[config.mk]
export PLATFORM = sky130hd
export DESIGN_NAME = bus_drive_sequencer_flat
export DESIGN_NICKNAME = d
export VERILOG_FILES = /design/src/rtl/bus_drive_sequencer_if.sv /design/src/rtl/bus_drive_sequencer.sv /design/src/flat_wrapper.sv
export SDC_FILE = /design/constraint.sdc
export NUM_CORES = 1
export LEC_CHECK = 0
export ABC_AREA = 1
export CAP_MARGIN = 10
export CORE_AREA = 2 2 70 72
export CTS_BUF_LIST = sky130_fd_sc_hd__clkbuf_4 sky130_fd_sc_hd__clkbuf_8 sky130_fd_sc_hd__clkbuf_16
export CTS_CLUSTER_DIAMETER = 40
export DETAILED_ROUTE_END_ITERATION = 8
export DIE_AREA = 0 0 72 74
export PLACE_DENSITY = 0.81
export SLEW_MARGIN = 20
export SYNTH_ARGS = -nofsm -noshare
export SYNTH_HDL_FRONTEND = slang
export SYNTH_SLANG_ARGS = --single-unit
[constraint.sdc]
create_clock -name Clk -period 4.39 [get_ports Clk]
set_input_delay 0.439 -clock Clk [delete_from_list [all_inputs] [get_ports Clk]]
set_output_delay 0.439 -clock Clk [all_outputs]
set_load 0.01 [all_outputs]
[src/rtl/bus_drive_sequencer_if.sv]
// rtl/bus_drive_sequencer_if.sv - request/data inputs and drive/grant outputs of the bus drive sequencer
interface bus_drive_sequencer_if #(
  parameter int SOURCES = 4,
  parameter int WIDTH   = 8
);
  logic [SOURCES-1:0]       Req;
  logic [SOURCES*WIDTH-1:0] Data_in;
  logic [SOURCES-1:0]       Grant;
  logic [SOURCES-1:0]       Ack;
  logic [WIDTH-1:0]         Drive_en;
  logic [WIDTH-1:0]         Drive_data;
  logic                     Busy;

  modport master (
    output Req, Data_in,
    input  Grant, Ack, Drive_en, Drive_data, Busy
  );

  modport slave (
    input  Req, Data_in,
    output Grant, Ack, Drive_en, Drive_data, Busy
  );
endinterface

[src/rtl/bus_drive_sequencer.sv]
// rtl/bus_drive_sequencer.sv - round-robin arbiter that drives one shared tristate bus
// through a buffer chain with break-before-make enable sequencing.
module bus_drive_sequencer #(
  parameter int SOURCES     = 4,
  parameter int WIDTH       = 8,
  parameter int HOLD_CYCLES = 2,
  parameter int DEAD_CYCLES = 1,
  parameter int DELAY_RISE  = 0,
  parameter int DELAY_FALL  = 0
) (
  input  logic                 Clk,
  input  logic                 Reset,
  bus_drive_sequencer_if.slave bus
);
  localparam int PW   = (SOURCES > 1) ? $clog2(SOURCES) : 1;
  localparam int MAXC = (HOLD_CYCLES > DEAD_CYCLES) ? HOLD_CYCLES : DEAD_CYCLES;
  localparam int CW   = $clog2(MAXC + 1);

  localparam logic [1:0] S_IDLE  = 2'd0;
  localparam logic [1:0] S_SETUP = 2'd1;
  localparam logic [1:0] S_DRIVE = 2'd2;
  localparam logic [1:0] S_TURN  = 2'd3;

  if (SOURCES < 2 || SOURCES > 8) begin : g_bad_sources
    $error("bus_drive_sequencer: SOURCES must be 2..8");
  end
  if (HOLD_CYCLES < 1 || DEAD_CYCLES < 1) begin : g_bad_cycles
    $error("bus_drive_sequencer: HOLD_CYCLES and DEAD_CYCLES must be >= 1");
  end
  if (DELAY_RISE < 0 || DELAY_FALL < 0) begin : g_bad_delay
    $error("bus_drive_sequencer: output delays must be non-negative");
  end

  logic [1:0]         r_state;
  logic [PW-1:0]      r_ptr;
  logic [CW-1:0]      r_cnt;
  logic [SOURCES-1:0] r_grant;
  logic [SOURCES-1:0] r_ack;
  logic               r_drive_en;
  logic [WIDTH-1:0]   r_data;

  logic [PW-1:0]      w_win;
  logic [PW-1:0]      w_next_ptr;
  logic               w_found;
  logic [SOURCES-1:0] w_onehot;
  logic [WIDTH-1:0]   w_word;

  // Scan requesters starting at the pointer, wrapping past the last source.
  always_comb begin
    logic [PW:0] v_idx;
    v_idx   = '0;
    w_win   = '0;
    w_found = 1'b0;
    for (int k = 0; k < SOURCES; k++) begin
      v_idx = {1'b0, r_ptr} + (PW+1)'(k);
      if (v_idx >= (PW+1)'(SOURCES)) begin
        v_idx = v_idx - (PW+1)'(SOURCES);
      end
      if (!w_found && bus.Req[v_idx[PW-1:0]]) begin
        w_win   = v_idx[PW-1:0];
        w_found = 1'b1;
      end
    end
  end

  assign w_next_ptr = (w_win == PW'(SOURCES - 1)) ? '0 : w_win + 1'b1;

  always_comb begin
    w_onehot = '0;
    w_word   = '0;
    for (int i = 0; i < SOURCES; i++) begin
      if (w_win == PW'(i)) begin
        w_onehot[i] = 1'b1;
        w_word      = bus.Data_in[i*WIDTH +: WIDTH];
      end
    end
  end

  always_ff @(posedge Clk) begin
    if (Reset) begin
      r_state    <= S_IDLE;
      r_ptr      <= '0;
      r_cnt      <= '0;
      r_grant    <= '0;
      r_ack      <= '0;
      r_drive_en <= 1'b0;
      r_data     <= '0;
    end else begin
      r_ack <= '0;
      case (r_state)
        S_IDLE: begin
          if (w_found) begin
            r_grant <= w_onehot;
            r_data  <= w_word;
            r_ptr   <= w_next_ptr;
            r_state <= S_SETUP;
          end
        end
        S_SETUP: begin
          r_drive_en <= 1'b1;
          r_cnt      <= CW'(HOLD_CYCLES - 1);
          r_state    <= S_DRIVE;
        end
        S_DRIVE: begin
          if (r_cnt == '0) begin
            r_drive_en <= 1'b0;
            r_ack      <= r_grant;
            r_cnt      <= CW'(DEAD_CYCLES - 1);
            r_state    <= S_TURN;
          end else begin
            r_cnt <= r_cnt - 1'b1;
          end
        end
        S_TURN: begin
          if (r_cnt == '0) begin
            r_grant <= '0;
            r_state <= S_IDLE;
          end else begin
            r_cnt <= r_cnt - 1'b1;
          end
        end
        default: r_state <= S_IDLE;
      endcase
    end
  end

  assign bus.Grant      = r_grant;
  assign bus.Ack        = r_ack;
  assign bus.Busy       = (r_state != S_IDLE);
  assign bus.Drive_en   = {WIDTH{r_drive_en}};
  assign bus.Drive_data = r_data;
endmodule

[src/flat_wrapper.sv]
// flat-port wrapper written by rule: the top's interface ports become plain ports
module bus_drive_sequencer_flat 
#(
  parameter int SOURCES     = 4,
  parameter int WIDTH       = 8,
  parameter int HOLD_CYCLES = 2,
  parameter int DEAD_CYCLES = 1,
  parameter int DELAY_RISE  = 0,
  parameter int DELAY_FALL  = 0
)
  (Clk, Reset, bus_Req, bus_Data_in, bus_Grant, bus_Ack, bus_Drive_en, bus_Drive_data, bus_Busy);
  bus_drive_sequencer_if #(.SOURCES(SOURCES), .WIDTH(WIDTH)) bus_i ();
  input  logic Clk;
  input  logic Reset;
  input wire logic [$bits(bus_i.Req)-1:0] bus_Req;
  input wire logic [$bits(bus_i.Data_in)-1:0] bus_Data_in;
  output wire logic [$bits(bus_i.Grant)-1:0] bus_Grant;
  output wire logic [$bits(bus_i.Ack)-1:0] bus_Ack;
  output wire logic [$bits(bus_i.Drive_en)-1:0] bus_Drive_en;
  output wire logic [$bits(bus_i.Drive_data)-1:0] bus_Drive_data;
  output wire logic [$bits(bus_i.Busy)-1:0] bus_Busy;
  assign bus_i.Req = bus_Req;
  assign bus_i.Data_in = bus_Data_in;
  assign bus_Grant = bus_i.Grant;
  assign bus_Ack = bus_i.Ack;
  assign bus_Drive_en = bus_i.Drive_en;
  assign bus_Drive_data = bus_i.Drive_data;
  assign bus_Busy = bus_i.Busy;
  bus_drive_sequencer #(.SOURCES(SOURCES), .WIDTH(WIDTH), .HOLD_CYCLES(HOLD_CYCLES), .DEAD_CYCLES(DEAD_CYCLES), .DELAY_RISE(DELAY_RISE), .DELAY_FALL(DELAY_FALL)) u_core (.Clk(Clk), .Reset(Reset), .bus(bus_i));
endmodule
Word-level counts from Yosys, hierarchy flattened

Index checks and enable logic that the tools add are counted.

Add/sub/neg operators: 9
$lt $le $gt $ge: 8
Equal/unequal tests: 10
Muxes and demuxes: 41
Bitwise logic cells: 2
Reduce and logical (&&, ||, !) cells: 19

Operators with widths:

| kind                | number |
|---|---|
| $mux 8              | 4 |
| $mux 2              | 14 |
| $mux 1              | 13 |
| $lt 2x3->1 const B  | 4 |
| $sub 2x1->2 const B | 5 |
| $ge 3x3->1 const B  | 3 |
| $bmux 1 s2          | 4 |
| $eq 2x2->1 const B  | 4 |
| $mux 4              | 2 |
| $pmux 2 s4          | 1 |
| $pmux 4 s2          | 1 |
| $add 2x2->3 const B | 2 |
| $logic_not 2->1     | 3 |
| $ne 2x1->1 const B  | 3 |
| $pmux 2 s3          | 1 |
| $reduce_and 2->1    | 3 |
| $reduce_and 3->1    | 2 |
| $reduce_bool 2->1   | 3 |
| $eq 2x1->1 const B  | 2 |
| $add 2x1->3 const B | 1 |
| $ge 2x3->1 const B  | 1 |
| $logic_and 1x1->1   | 3 |
| $logic_not 1->1     | 3 |
| $reduce_bool 3->1   | 1 |
| 5 further kinds     | 6 |

Register bits: 23
Input port bits: 38
Logic and storage cells: 96

Depth between registers and ports, before layout

Gate-level depths: netlist of run 1.

Word-level depth: 19
Depth in mapped cells: 20

Worst setup path after synthesis of run 1

Ideal clock, no wire load.

Path kind: in2reg
Start: input bus_Req[3]
End: register u_core.r_data[4] (netlist: u_core.bus.Drive_data[4])
Data arrival time: 2.257 ns
Data required time: 4.278 ns
Slack: 2.021 ns
Stages on the path: 18
Cells stage by stage: inv_1 nand2_2 nand3_1 nand2_2 nor2_8 nand3_1 nand4_1 nand2_1 ha_1 inv_1 clkbuf_1 nand2_1 o211ai_1 nand3_1 o21ai_0 nand3_1 nand2_1 nor2_1

Cells in the longest elaborated chain, start to end: 17

RTL lines:

| item                         | line                      | text |
|---|---|---|
| from (decl)                  | flat_wrapper.sv:15        | `input wire logic [$bits(bus_i.Req)-1:0] bus_Req;` |
| $bmux 1 s2                   | bus_drive_sequencer.sv:59 | `if (!w_found && bus.Req[v_idx[PW-1:0]]) begin` |
| $mux 1 (implied by the code) | bus_drive_sequencer.sv:59 |  |
| $mux 1                       | bus_drive_sequencer.sv:59 |  |
| $logic_not 1->1              | bus_drive_sequencer.sv:59 |  |
| $logic_and 1x1->1            | bus_drive_sequencer.sv:59 |  |
| $mux 1                       | bus_drive_sequencer.sv:59 |  |
| $logic_not 1->1              | bus_drive_sequencer.sv:59 |  |
| $logic_and 1x1->1            | bus_drive_sequencer.sv:59 |  |
| $mux 1                       | bus_drive_sequencer.sv:59 |  |
| $logic_not 1->1              | bus_drive_sequencer.sv:59 |  |
| $logic_and 1x1->1            | bus_drive_sequencer.sv:59 |  |
| $mux 2                       | bus_drive_sequencer.sv:59 |  |
| $logic_not 2->1              | bus_drive_sequencer.sv:72 | `if (w_win == PW'(i)) begin` |
| $mux 8 (4 in a row)          | bus_drive_sequencer.sv:72 |  |
| to (signal assigned)         | bus_drive_sequencer.sv:94 | `r_data <= w_word;` |
| to (decl)                    | bus_drive_sequencer.sv:40 | `logic [WIDTH-1:0] r_data;` |

Several ways; a longest one is shown, not always the timed one. The select of a mux whose other input is x is not followed.
A chain may end at the register's enable or synchronous reset.

Final worst setup path of run 1

Start: register u_core.r_ptr[0]
End: register u_core.r_data[6] (netlist: u_core.bus.Drive_data[6])

Cells in the longest elaborated chain, start to end: 19

RTL lines:

| item                                                                 | line                      | text |
|---|---|---|
| from (decl)                                                          | bus_drive_sequencer.sv:35 | `logic [PW-1:0] r_ptr;` |
| from (signal assigned)                                               | bus_drive_sequencer.sv:95 | `r_ptr <= w_next_ptr;` |
| parallel branches: the longest is 19 deep, another holds $add 2x1->3 | --                        |  |

Parallel ways; which one is timed is not known. The select of a mux whose other input is x is not followed.

==> key figures, run 1 <==
Clock tree
  • H-tree depth: 1
  • Setup Fix Bufs, Post-CTS: 0
  • Clock Tree Root: clkbuf_8
  • CTS tree: done
  • Clock tree buffer depth: 2
  • Cts bufs inserted: 3
  • PostCTS Resize Cnt: 0
  • Worst-Skew Late Latency: 0.27 ns
  • Register clock-pin slew on the reported worst setup and hold paths: 0.08 ns
  • Sink Count: 23
  • Hold buffers post-CTS: 0

Setup path
  • Worst setup EP type: flip-flop
  • R2r setup slk: between 1 and 1.5 ns
  • Largest stage delay on the critical path: 0.59 ns
  • Crit path max-delay cell type: dfxtp_1
  • FF-to-FF Start: u_core.r_ptr[0]
  • CP Depth: 18
  • Family with the most delay on the worst path: simple AND/OR/NAND/NOR gates
  • Maximum fanout along the worst path: 11
  • Buf/Inv on CP: 3
  • Worst R2R End: u_core.bus.Drive_data[6]
  • Worst EP required: between 4 and 5 ns
  • WP data arrival: ~3.2 ns
  • Worst setup SP type: flip-flop
  • Critical path, cell by cell: inv_2 > nand2_1 > nand2_2 > nand2_2 > nand2_2 > nor2_8 > nand3_1 > nand4_1 > nand2_1 > inv_1 > ha_1 > inv_1 > o211ai_1 > nand3_1 > o21ai_0 > nand3_1 > nand2_1 > nor2_1
  • Setup CP Type: reg2reg
  • Worst r2r path cells: 18

STA
  • Fin. Hold Viols: 0
  • Setup TNS: 0 ns
  • Worst-margin pin slew: 0.564 ns
  • Final period util: 67.9%
  • Endpoints failing setup: 0
  • RSZ-0062 raised after global routing: false
  • Min cycle time layout: 2.98 ns
  • Fin Clk Skew: 0.00591 ns
  • Fmax: 336 MHz
  • Slew Limit Fails: 0
  • Slew headroom: 62.4%

Detailed routing
  • Initial DRT Pass Iterations: 4
  • Post-route DRC: 0
  • Via density: 4.87
  • WL final: around 4100 um
  • DR iter-0 viols: 74
  • Via count: about 1800
  • DR WL/cell: roughly 11 um
  • Antenna viol nets, final: 0

Hold path
  • Hold EP: u_core.bus.Ack[2]
  • Worst hold stages: 2
  • Hold Path Class: reg2reg
  • Hold path startpoint: u_core.bus.Grant[2]

Floorplan
  • Initial Utilization: 37.9%
  • IO Count: 63
  • Row cnt: 25
  • DIE WIDTH: around 70 um
  • Placeable Area: between 0.004 and 0.005 mm2
  • Die Span Y: 74 um
  • Die Area: around 0.0053 mm2

GRT
  • Number of global-route vias before repair: 1687
  • Initial antenna violation count: 0
  • First-pass GRT wire length: 7100 um
  • Largest net degree at the start of global routing: 20
  • Total grt overflow: 0
  • GRT Util Overall: between 10% and 20%

Synth
  • Post-synth net total: 318
  • Cell count after synthesis: ~270
  • Seq/Total Area, Yosys: 26.4%
  • Most frequent cell after synthesis: nand2_1
  • Asr flop ratio synth: 0%
  • Ys Warns: 0
  • Area contributors post-synth: dfxtp_1 26%, nand2_1 17%, ha_1 7.9%, nand3_1 6.6%, nor2_1 5.6%
  • Netlist cell types: 28
  • Yosys reg bits: 23
  • Synth cell count leaders: 80 x nand2_1, 26 x nor2_1, 25 x inv_1
  • Yosys top cell area share: about a quarter
  • Avg Inst Size Synth: 6.48 um2
  • Number of flops mapped to enable cells by yosys: 0
  • Ys flop type: dfxtp_1
  • Cell taking the most area after synthesis: dfxtp_1
  • Cell Area, Synth: 0.00174 mm2

Power
  • Leak: around 1.1 nW
  • Worst ir drop on vdd: between 0.0004 and 0.0005 V
  • Power per cell area: 813 mW/mm2

Layout
  • Share of cells above drive strength 1: a little under a tenth
  • Final Core Density: 51.5%
  • Diode count: 0
  • Area Growth Syn to Fin: 35.7%
  • Nets: 369

Run
  • Max Cap Viol: 0

Placed design
  • Post-DP HPWL: approximately 3300 um
  • Port Buffers: between 60 and 70
  • Routability cong.: 0.817

Run status
  • Status: finished clean
==> report_power, final <==
part           internal (mW)  switching, mW
clock                 0.0635         0.0702
combinational          0.579          0.857
sequential             0.283         0.0698
total                  0.926          0.997
==> through the flow <==
step                      std cells  hold WS [ns]  worst slack [ns]  total power [mW]  cell area [um2]
after floorplan                 269         0.464              2.02              1.45             1740
after global placement          369         0.434              1.32              1.75             2320
after detailed placement        369         0.437              1.26              1.79             2320
after CTS                       373         0.445              1.43              1.93             2370
after global routing            373         0.476              1.03              2.15             2370
final                           373         0.444              1.41              1.92             2370
==> area by class of cell <==
| class | instances | area [um2] |
|---|---|---|
| Timing Repair Buffer | 62 | 621 |
| Fill cell | 441 | 2230 |
| Sequential cell | 23 | 460 |
| Tap cell | 54 | 67.6 |
| Clock buffer | 3 | 41.3 |
| Clock inverter | 1 | 5.00 |
| Inverter | 29 | 111 |
| Multi-Input combinational cell | 201 | 1060 |
==> worst register-to-register path: cells and delay by family (launching register included) <==
family | cells | cell delay, ns
compound gates | 2 | 0.27
fa+ha+maj | 1 | 0.37
buf+inv | 3 | 0.50
flops | 1 | 0.59
simple gates | 12 | 1.15
==> kinds of logic after synthesis <==
family	Yosys count	share of synthesized area (%)
flip-flops	23	26.4
AND/OR/NAND/NOR	153	40.5
adder cells (fa/ha/maj)	11	7.89
AO/OA/AOI/OAI	37	12.3
buffers and inverters	45	12.8
==> sequential cells by signal, indices dropped and copies added (netlist names) <==
| register | cells |
|---|---|
| u_core.bus.Drive_data | 8 |
| u_core.bus.Ack | 4 |
| u_core.bus.Grant | 4 |
| u_core.r_cnt | 2 |
| u_core.r_ptr | 2 |
| u_core.r_state | 2 |
| u_core.r_drive_en | 1 |
==> worst max path at each step <==
| stage | startpoint | end | slack [ns] |
|---|---|---|---|
| finish | u_core.r_ptr[0] | u_core.bus.Drive_data[6] | 1.41 |
| global route | u_core.r_ptr[0] | u_core.bus.Drive_data[6] | 1.03 |
| CTS | u_core.r_ptr[0] | u_core.bus.Drive_data[6] | 1.43 |
| detailed placement | bus_Req[3] | u_core.bus.Drive_data[6] | 1.26 |
| global placement | bus_Req[3] | u_core.bus.Drive_data[6] | 1.32 |
| floorplan | bus_Req[3] | u_core.bus.Drive_data[4] | 2.02 |
==> per-layer routing <==
metal	vias up	wire length (um)	GRT usage, %
li1	948	-	-
met1	793	1770	18.7
met2	63	1990	30.6
met3	11	288	4.34
met4	0	87	4.61
met5	-	0	0
==> placed cells by master, fill, tap and decap left out, drive strengths merged, types with 9 or more instances in the layout <==
cell type      count
nand2             91
clkdlybuf4s50     62
nor2              34
inv               28
nand3             24
dfxtp             23
a21oi             14
o21ai             12
ha                11
o211ai             9
Note: power is estimated with default switching activity, not from simulation.
==> inputs of run 2 (changes only) <==
==> constraint.sdc (replaced) <==
create_clock -name Clk -period 2.95 [get_ports Clk]
set_input_delay 0.295 -clock Clk [delete_from_list [all_inputs] [get_ports Clk]]
set_output_delay 0.295 -clock Clk [all_outputs]
set_load 0.01 [all_outputs]
==> run 2 against run 1 <==
Net effect:
- clock skew down 0.00063 ns
- non-clock buffer count up 2
- via count up 0.61%
- flip-flop and latch count unchanged
- sequential share of layout area down 0.19 points
- final cell count up 0.80%
- utilization up 0.93 points
- critical endpoint unchanged
- largest power group unchanged
==> key figures, run 2 (same netlist as run 1, synthesis figures left out) <==
Layout
  • Final Core Density: 52.4% (+0.93 points)
  • Design Area, Final: 0.00241 mm2 (+1.8%)
  • Nets: 372 (+0.81%)
  • Final cell count without fillers: 376 (+0.80%)
  • Most frequent cells in the layout: 80 x nand2_1, 62 x clkdlybuf4s50_1, 26 x nor2_1, 24 x inv_1, 23 x nand3_1
  • Max FFs per register: 8 (unchanged)
  • Share of cells above drive strength 1: 10.9% (+1.8 points)
  • Diode count: 0 (unchanged)
  • Commonest non-fill, non-tap cell in the layout: nand2_1
  • Area Growth Syn to Fin: 38.1%

Clock tree
  • Clock tree buffer depth: 2 (unchanged)
  • Sink Count: 23 (unchanged)
  • Clock Tree Root: clkbuf_8
  • CTS tree: done
  • Register clock-pin slew on the reported worst setup and hold paths: 0.08 ns (about the same)
  • Cts bufs inserted: 3 (unchanged)
  • H-tree depth: 1 (unchanged)
  • Worst-Skew Late Latency: 0.27 ns (about the same)

Setup path
  • Critical path, cell by cell: inv_2 > nand2_1 > nand3_1 > nand2_2 > nor2_8 > nand3_1 > nand2_1 > nand2_1 > inv_1 > ha_4 > clkinvlp_4 > buf_4 > o211ai_1 > nand3_1 > o21ai_0 > nand3_1 > nand2_1 > nor2_1
  • WP data arrival: 2.81 ns (-0.34 ns)
  • Family with the most delay on the worst path: simple AND/OR/NAND/NOR gates
  • Crit path max-delay cell type: dfxtp_4
  • Buf/Inv on CP: 4 (+1)
  • Worst EP required: 3.12 ns (-1.44 ns)
  • Worst setup EP type: flip-flop
  • Worst setup SP type: flip-flop
  • Maximum fanout along the worst path: 11 (unchanged)
  • CP Depth: 18 (unchanged)
  • Worst r2r path cells: 18 (unchanged)
  • Largest stage delay on the critical path: 0.40 ns (-0.19 ns)
  • Setup CP Type: reg2reg

Detailed routing
  • Via density: 4.86 (-0.20%)
  • WL final: 4240 um (+2.4%)
  • Via count: 1826 (+0.61%)
  • DR WL/cell: 11.3 um (+1.6%)
  • DR iter-0 viols: 50 (-32%)
  • Post-route DRC: 0 (unchanged)
  • Antenna viol nets, final: 0 (unchanged)
  • Initial DRT Pass Iterations: 4 (unchanged)

Placed design
  • Cell Area, Placed: 0.00233 mm2 (+0.32%)
  • DP Cell Count: 370 (+0.27%)
  • Port Buffers: 62 (unchanged)
  • Routability cong.: 0.860 (+5.3%)
  • Post-DP HPWL: 3340 um (+2.0%)

Power
  • Switching pwr: 1.54 mW (+54%)
  • Post-layout total power: 2.99 mW (+55%)
  • Leak: 1.11 nW (+0.69%)
  • Int Power: 1.45 mW (+56%)
  • Worst ir drop on vdd: 0.000624 V (+43%)
  • Clock power share: 6.6% (-0.4 points)
  • Sw frac: 51.6% (-0.28 points)
  • Power per cell area: 1240 mW/mm2 (+53%)
  • Sequential Power Share: 17.8% (-0.6 points)
  • Combinational Power Share: 75.6% (+0.9 points)

STA
  • Final period util: 89.3% (+21 points)
  • Fin. Hold Viols: 0 (unchanged)
  • RSZ-0062 raised after global routing: false
  • Slew Limit Fails: 0 (unchanged)
  • Fin Clk Skew: 0.00528 ns (-0.000628 ns)
  • Worst-margin pin slew: 0.555 ns (-0.00978 ns)
  • Setup TNS: 0 ns (unchanged)
  • Fmax: 380 MHz (+13%)
  • Endpoints failing setup: 0 (unchanged)
  • Slew headroom: 63.0% (+0.65 points)
  • Min cycle time layout: 2.63 ns (-0.345 ns)

GRT
  • Total grt overflow: 0 (unchanged)
  • Initial antenna violation count: 0 (unchanged)
  • First-pass GRT wire length: 7490 um (+5.4%)
  • GRT Util Overall: 17.4% (+0.93 points)
  • Number of global-route vias before repair: 1850 (+9.7%)
  • Largest net degree at the start of global routing: 20 (unchanged)

Floorplan
  • Placeable Area: 0.00460 mm2 (unchanged)
  • Die Span Y: 74 um (unchanged)
  • Initial Utilization: 37.9% (unchanged)
  • DIE WIDTH: 72 um (unchanged)
  • Row cnt: 25 (unchanged)
  • Die Area: 0.00533 mm2 (unchanged)
  • IO Count: 63 (unchanged)

Run
  • Max Cap Viol: 0 (unchanged)

Hold path
  • Worst hold stages: 2 (unchanged)
  • Hold Path Class: reg2reg

Run status
  • Status: finished clean
run 2: cell count changes in the layout (fill, tap and decap cells not counted):
cell,delta
buf_4,+2
clkinvlp_4,+2
dfxtp_1,-1
dfxtp_4,+1
ha_1,-1
ha_4,+1
inv_1,-1
run 2: metrics by stage:
step                      worst slack, ns  hold slack (ns)
after floorplan                     0.599            0.373
after global placement              0.134            0.433
after detailed placement           0.0324            0.437
after CTS                          0.0938            0.450
after global routing               0.0383            0.468
final                               0.315            0.447
run 2: path summary, 6_finish.rpt:
path	slack, ns	start	to
min reg2reg	0.45	u_core.bus.Grant[0]	u_core.bus.Ack[0]
max reg2reg	0.32	u_core.r_ptr[0]	u_core.bus.Drive_data[6]
min	0.45	u_core.bus.Grant[0]	u_core.bus.Ack[0]
max	0.32	u_core.r_ptr[0]	u_core.bus.Drive_data[6]
run 2: layout make-up:
type / count / area [um2]
well taps: 54 / 67.6
fillers: 454 / 2190
clock buffers: 3 / 41.3
clock inverters: 1 / 5.00
inverters: 29 / 115
repair inverters: 1 / 7.51
repair buffers: 64 / 636
multi-input cells: 201 / 1070
flip-flops and latches: 23 / 464
run 2: what timing repair did:
action	CTS	global route
gates resized for setup	0	6
buffers inserted	0	1
endpoints found under the setup margin	0	8
hold buffers	0	0
run 2: per-layer routing:
layer,wire length [um],vias up,global-route usage (%)
met5,0,-,0
met4,67,0,5.87
met3,303,9,3.79
met2,2090,69,33.1
met1,1780,792,19.2
li1,-,956,-
run 2: worst register-to-register path, delay by kind of cell (launching register included):
kind / cells / cell delay (ns)
AO/OA/AOI/OAI: 2 / 0.26
adder cells (fa/ha/maj): 1 / 0.18
buffers and inverters: 4 / 0.61
flip-flops: 1 / 0.40
AND/OR/NAND/NOR: 11 / 1.09
run 2: power groups by stage:
| stage | Sequential, mW | Clock (mW) | Combinational [mW] |
|---|---|---|---|
| finish | 0.532 | 0.198 | 2.26 |
| global route | 0.550 | 0.211 | 2.60 |
| CTS | 0.529 | 0.201 | 2.16 |
| detailed placement | 0.535 | 0 | 2.14 |
| global placement | 0.530 | 0 | 2.10 |
| floorplan | 0.530 | 0 | 1.63 |
==> patch 1: new RTL, settings of run 1 <==
`HOLD_CYCLES` is set to 2 in 2 places; all go to 4.
--- a/src/rtl/bus_drive_sequencer.sv
+++ b/src/rtl/bus_drive_sequencer.sv
@@ -3,7 +3,7 @@
 module bus_drive_sequencer #(
   parameter int SOURCES     = 4,
   parameter int WIDTH       = 8,
-  parameter int HOLD_CYCLES = 2,
+  parameter int HOLD_CYCLES = 4,
   parameter int DEAD_CYCLES = 1,
   parameter int DELAY_RISE  = 0,
   parameter int DELAY_FALL  = 0
--- a/src/flat_wrapper.sv
+++ b/src/flat_wrapper.sv
@@ -3,7 +3,7 @@
 #(
   parameter int SOURCES     = 4,
   parameter int WIDTH       = 8,
-  parameter int HOLD_CYCLES = 2,
+  parameter int HOLD_CYCLES = 4,
   parameter int DEAD_CYCLES = 1,
   parameter int DELAY_RISE  = 0,
   parameter int DELAY_FALL  = 0
Behaviour: not the same (Yosys sat finds a counterexample within 10 cycles, from zero or initial values and one cycle with Reset high).
==> patch 1 against run 1 <==
Routed wire length down 6.4%. Total power down 1.9%. Clock skew decreased by 0.0036 ns. Sequential cell count rose by 1. Count of clock-buffer cells in the layout stayed put. Cell area is 1.1% lower. Area after synthesis fell by 3.7%. Worst setup slack improved by 0.090 ns. Critical path type is now in2reg.
==> patch 1: results (changes against run 1) <==
| Metric | Value |
|---|---|
| Result of the run | `finished clean` |
| Combinational fraction of design power | `0.712 (-0.035)` |
| Pleak | `0.00113 uW (+2.8%)` |
| Worst setup endpoint | `u_core.bus.Drive_data[2]` |
| Combined area of the multi-input logic cells | `962 um2 (-9.2%)` |
| Final worst clock skew | `0.00231 ns (-0.00360 ns)` |
| Place WS | `1.26 ns (-0.00382 ns)` |
| Clock-net power | `193 uW (+44%)` |
| Internal Dissipation | `967 uW (+4.5%)` |
| Number of non-filler instances in the completed layout | `369 (-1.1%)` |
| Wire length on met1 | `1.80 mm (+1.5%)` |
| Last weighted congestion value of the routability-driven placer | `0.905 (+11%)` |
| WL met3 | `253 um (-12%)` |
| Setup slack of the most critical reg-to-reg path | `1.51 ns (+0.10 ns)` |
| Met3 usage in global routing | `0.0285 (-0.0149)` |
| GR met1 Demand/Resource | `0.195 (+0.00841)` |
| Inverters | `35 (+21%)` |
| Worst Path Max Fanout | `10 (-1)` |
| Multi-input logic cell count | `190 (-5.5%)` |
| HPWL after detailed placement | `3.19 mm (-2.6%)` |
| Layout fillers | `471 (+6.8%)` |
| Routing usage on met2 | `0.256 (-0.0494)` |
| Layout cell share with drive strength beyond 1 | `0.0603 (-0.0306)` |
| Cell count of the worst reg-to-reg path | `19 (+1)` |
| Total placed instance area | `0.00227 mm2 (-2.2%)` |
| Maximum vdd drop | `0.319 mV (-27%)` |
| Post-layout util | `0.509 (-0.00544)` |
| Number of storage elements in the synthesis netlist | `24 (+4.3%)` |
| Wire length of the first global-routing pass | `6.63 mm (-6.6%)` |
[patch 1: changes by cell type in the layout (fill, tap and decap cells not counted), sizes merged, moves of 3 or more]
| cell | change |
|---|---|
| nand3 | -15 |
| nand2 | -3 |
| nor2 | -3 |
| nand4 | +7 |
| inv | +7 |
| o211ai | -8 |
| o21ai | +9 |
[patch 1: kinds of logic (layout without fill, tap and decap cells)]
kind of cell             count (synthesis)  after routing  synth area share
buffers and inverters                   49            101             0.141
adder cells (fa/ha/maj)                 10             10            0.0745
flip-flops                              24             24             0.286
AO/OA/AOI/OAI                           37             37             0.116
AND/OR/NAND/NOR                        143            143             0.382
[patch 1: critical path: cells and delay by family]
| family | cells | cell delay [ns] |
|---|---|---|
| simple gates | 14 | 1.58 |
| buf+inv | 3 | 0.62 |
| fa+ha+maj | 1 | 0.29 |
| compound gates | 2 | 0.16 |
==> patch 2: new RTL, config.mk and constraints of run 1 <==
Without the edit above. Reset style: asynchronous (`Reset`), changed in one clocked block.
--- a/src/rtl/bus_drive_sequencer.sv
+++ b/src/rtl/bus_drive_sequencer.sv
@@ -76,7 +76,7 @@
     end
   end
 
-  always_ff @(posedge Clk) begin
+  always_ff @(posedge Clk or posedge Reset) begin
     if (Reset) begin
       r_state    <= S_IDLE;
       r_ptr      <= '0;
Function: differs if Reset is asserted again (counterexample within 4 cycles, from zero or initial values and one cycle with Reset high); with Reset held inactive, the same outputs for 10 cycles.
==> patch 2 against run 1 <==
Total power is 1.9% higher. Maximum frequency up 7.3%. Sequential cell count is the same. Cell count fell by 9.9%. Non-clock buffer count unchanged. Worst setup slack better by 0.20 ns. Cell area down 1.4%. Synthesized cell count fell by 14%. Area after synthesis down 2.5%. Global-route usage shrank 1.9 points. Sequential power up 5%. Routed wire length fell by 8.5%. Largest power group unchanged.
==> patch 2: results (changes against run 1) <==
| Metric | Value |
|---|---|
| Wire length reported by the detailed router | `3.78 mm (-8.5%)` |
| Synthesis warning total | `0 (unchanged)` |
| Clk_lat worst skew | `0.27 ns (about the same)` |
| Wire length of the first global-routing pass | `6.27 mm (-12%)` |
| Final worst clock skew | `0.00548 ns (-0.000433 ns)` |
| HPWL after detailed placement | `3.01 mm (-7.9%)` |
| Layout fillers | `452 (+2.5%)` |
| Cell types with the highest counts after synthesis | `nand2_1 (66), inv_1 (26), dfrtp_1 (23)` |
| Async S/R FF share, synth | `1.00 (+1.00)` |
| Pleak | `0.00112 uW (+2.2%)` |
| Biggest area contributors in the synthesized netlist | `dfrtp_1 (34%), nand2_1 (15%), ha_1 (8.1%)` |
| DRC marker count from the first detailed-route iteration | `81 (+9.5%)` |
| Total placed instance area | `0.00229 mm2 (-1.4%)` |
| Mean routed wirelength per cell | `11.3 um (+1.5%)` |
| Clock H-tree levels | `1 (unchanged)` |
| Layout cell share with drive strength beyond 1 | `0.0603 (-0.0306)` |
| Synth unique cells | `27 (-3.6%)` |
| Worst Path Max Fanout | `10 (-1)` |
| Via count of the first global-routing pass | `1506 (-11%)` |
| Worst Hold Endpoint | `u_core.bus.Drive_data[4]` |
| Ant. Diodes | `0 (unchanged)` |
| Adder-Cell Fraction of Synth Area | `0.0809 (+0.00203)` |
| Number of buffers on the longest clock path | `2 (unchanged)` |
| Cell count of the worst hold path | `2 (unchanged)` |
| Cell count of the worst reg-to-reg path | `15 (-3)` |
| Result of the run | `finished clean` |
| Place WS | `1.33 ns (+0.0695 ns)` |
| Fin Hold WS | `0.497 ns (+0.0535 ns)` |
| Worst slew margin relative to its limit | `0.395 (-0.229)` |
| Share of cell area taken by muxes after synthesis | `0.0471 (+0.0471)` |
| Post-synthesis compound-gate area fraction | `0.104 (-0.0196)` |
| Largest net degree at the start of global routing | `24 (+20%)` |
| Highest Clock Rate | `360 MHz (+7.3%)` |
| R2R Path Start | `u_core.r_ptr[0]` |
| Combined area of the multi-input logic cells | `908 um2 (-14%)` |
| Last weighted congestion value of the routability-driven placer | `0.802 (-1.7%)` |
| Fin nets | `332 (-10%)` |
| Signal arrival time at the worst endpoint | `2.98 ns (-0.17 ns)` |
| Post-synthesis instance total | `230 (-14%)` |
| Clock root cell | `clkbuf_8` |
| Initial DRT Pass Iterations | `4 (unchanged)` |
| Synthesized netlist net count | `279 (-12%)` |
| Port Buffer Count | `62 (unchanged)` |
| Leading register cell type out of synthesis | `dfrtp_1` |
| Switching power of the nets | `978 uW (-1.9%)` |
| Number of setup violations in the final report | `0 (unchanged)` |
| Setup slack of the most critical reg-to-reg path | `1.63 ns (+0.22 ns)` |
| Overall fraction of global-route tracks in use | `0.146 (-0.0190)` |
| Proportion of synthesized chip area in sequential cells | `0.338 (+0.0745)` |
| Maximum vdd drop | `0.408 mV (-6.3%)` |
| Worst min-delay path startpoint | `u_core.bus.Drive_data[4]` |
| Via density per instance | `4.72 (-3.1%)` |
| Endpoint of the worst register-to-register path | `u_core.bus.Drive_data[5]` |
-- patch 2: worst max-delay path by stage --
stage | from | endpoint | cells past startpoint
3_5_place_dp | bus_Req[0] | u_core.bus.Drive_data[5] | 15
4_1_cts | bus_Req[0] | u_core.bus.Drive_data[5] | 15
3_3_place_gp | bus_Req[0] | u_core.bus.Drive_data[1] | 16
5_1_grt | bus_Req[1] | u_core.bus.Drive_data[2] | 16
2_1_floorplan | u_core.r_ptr[0] | u_core.bus.Drive_data[0] | 17
6_report | bus_Req[0] | u_core.bus.Drive_data[5] | 15
-- patch 2: layer usage --
metal	up-vias	global-route usage	part of all wire
met2	44	0.276	0.51
met3	6	0.0325	0.048
li1	822	-	-
met1	713	0.170	0.43
met5	-	0	0
met4	0	0.0294	0.011
-- patch 2: area by class of cell --
| cell class | instances | share of cell area |
|---|---|---|
| Sequential cell | 23 | 0.247 |
| Tap cell | 54 | 0.0290 |
| Inverter | 30 | 0.0493 |
| Clock buffer | 3 | 0.0177 |
| Clock inverter | 1 | 0.00214 |
| Multi-Input combinational cell | 163 | 0.389 |
| Timing Repair Buffer | 62 | 0.266 |
-- patch 2: power groups by stage --
stage	registers, uW	logic [uW]	clock network (uW)
floorplan	378	1120	0
global placement	374	1410	0
detailed placement	377	1460	0
CTS	372	1460	138
global route	381	1640	147
finish	372	1450	134
-- patch 2: worst max-delay path, cell delays in order --
cell             delay, ns
clkdlybuf4s50_1       0.47
nand2_1               0.05
nand2_1               0.14
inv_1                 0.05
nand2_1               0.05
nand2_1               0.14
nand3b_1              0.20
nand3_1               0.07
nand2_1               0.09
ha_1                  0.33
nor2_1                0.44
nand2_1               0.12
a21oi_1               0.16
mux2i_1               0.09
o21ai_1               0.14
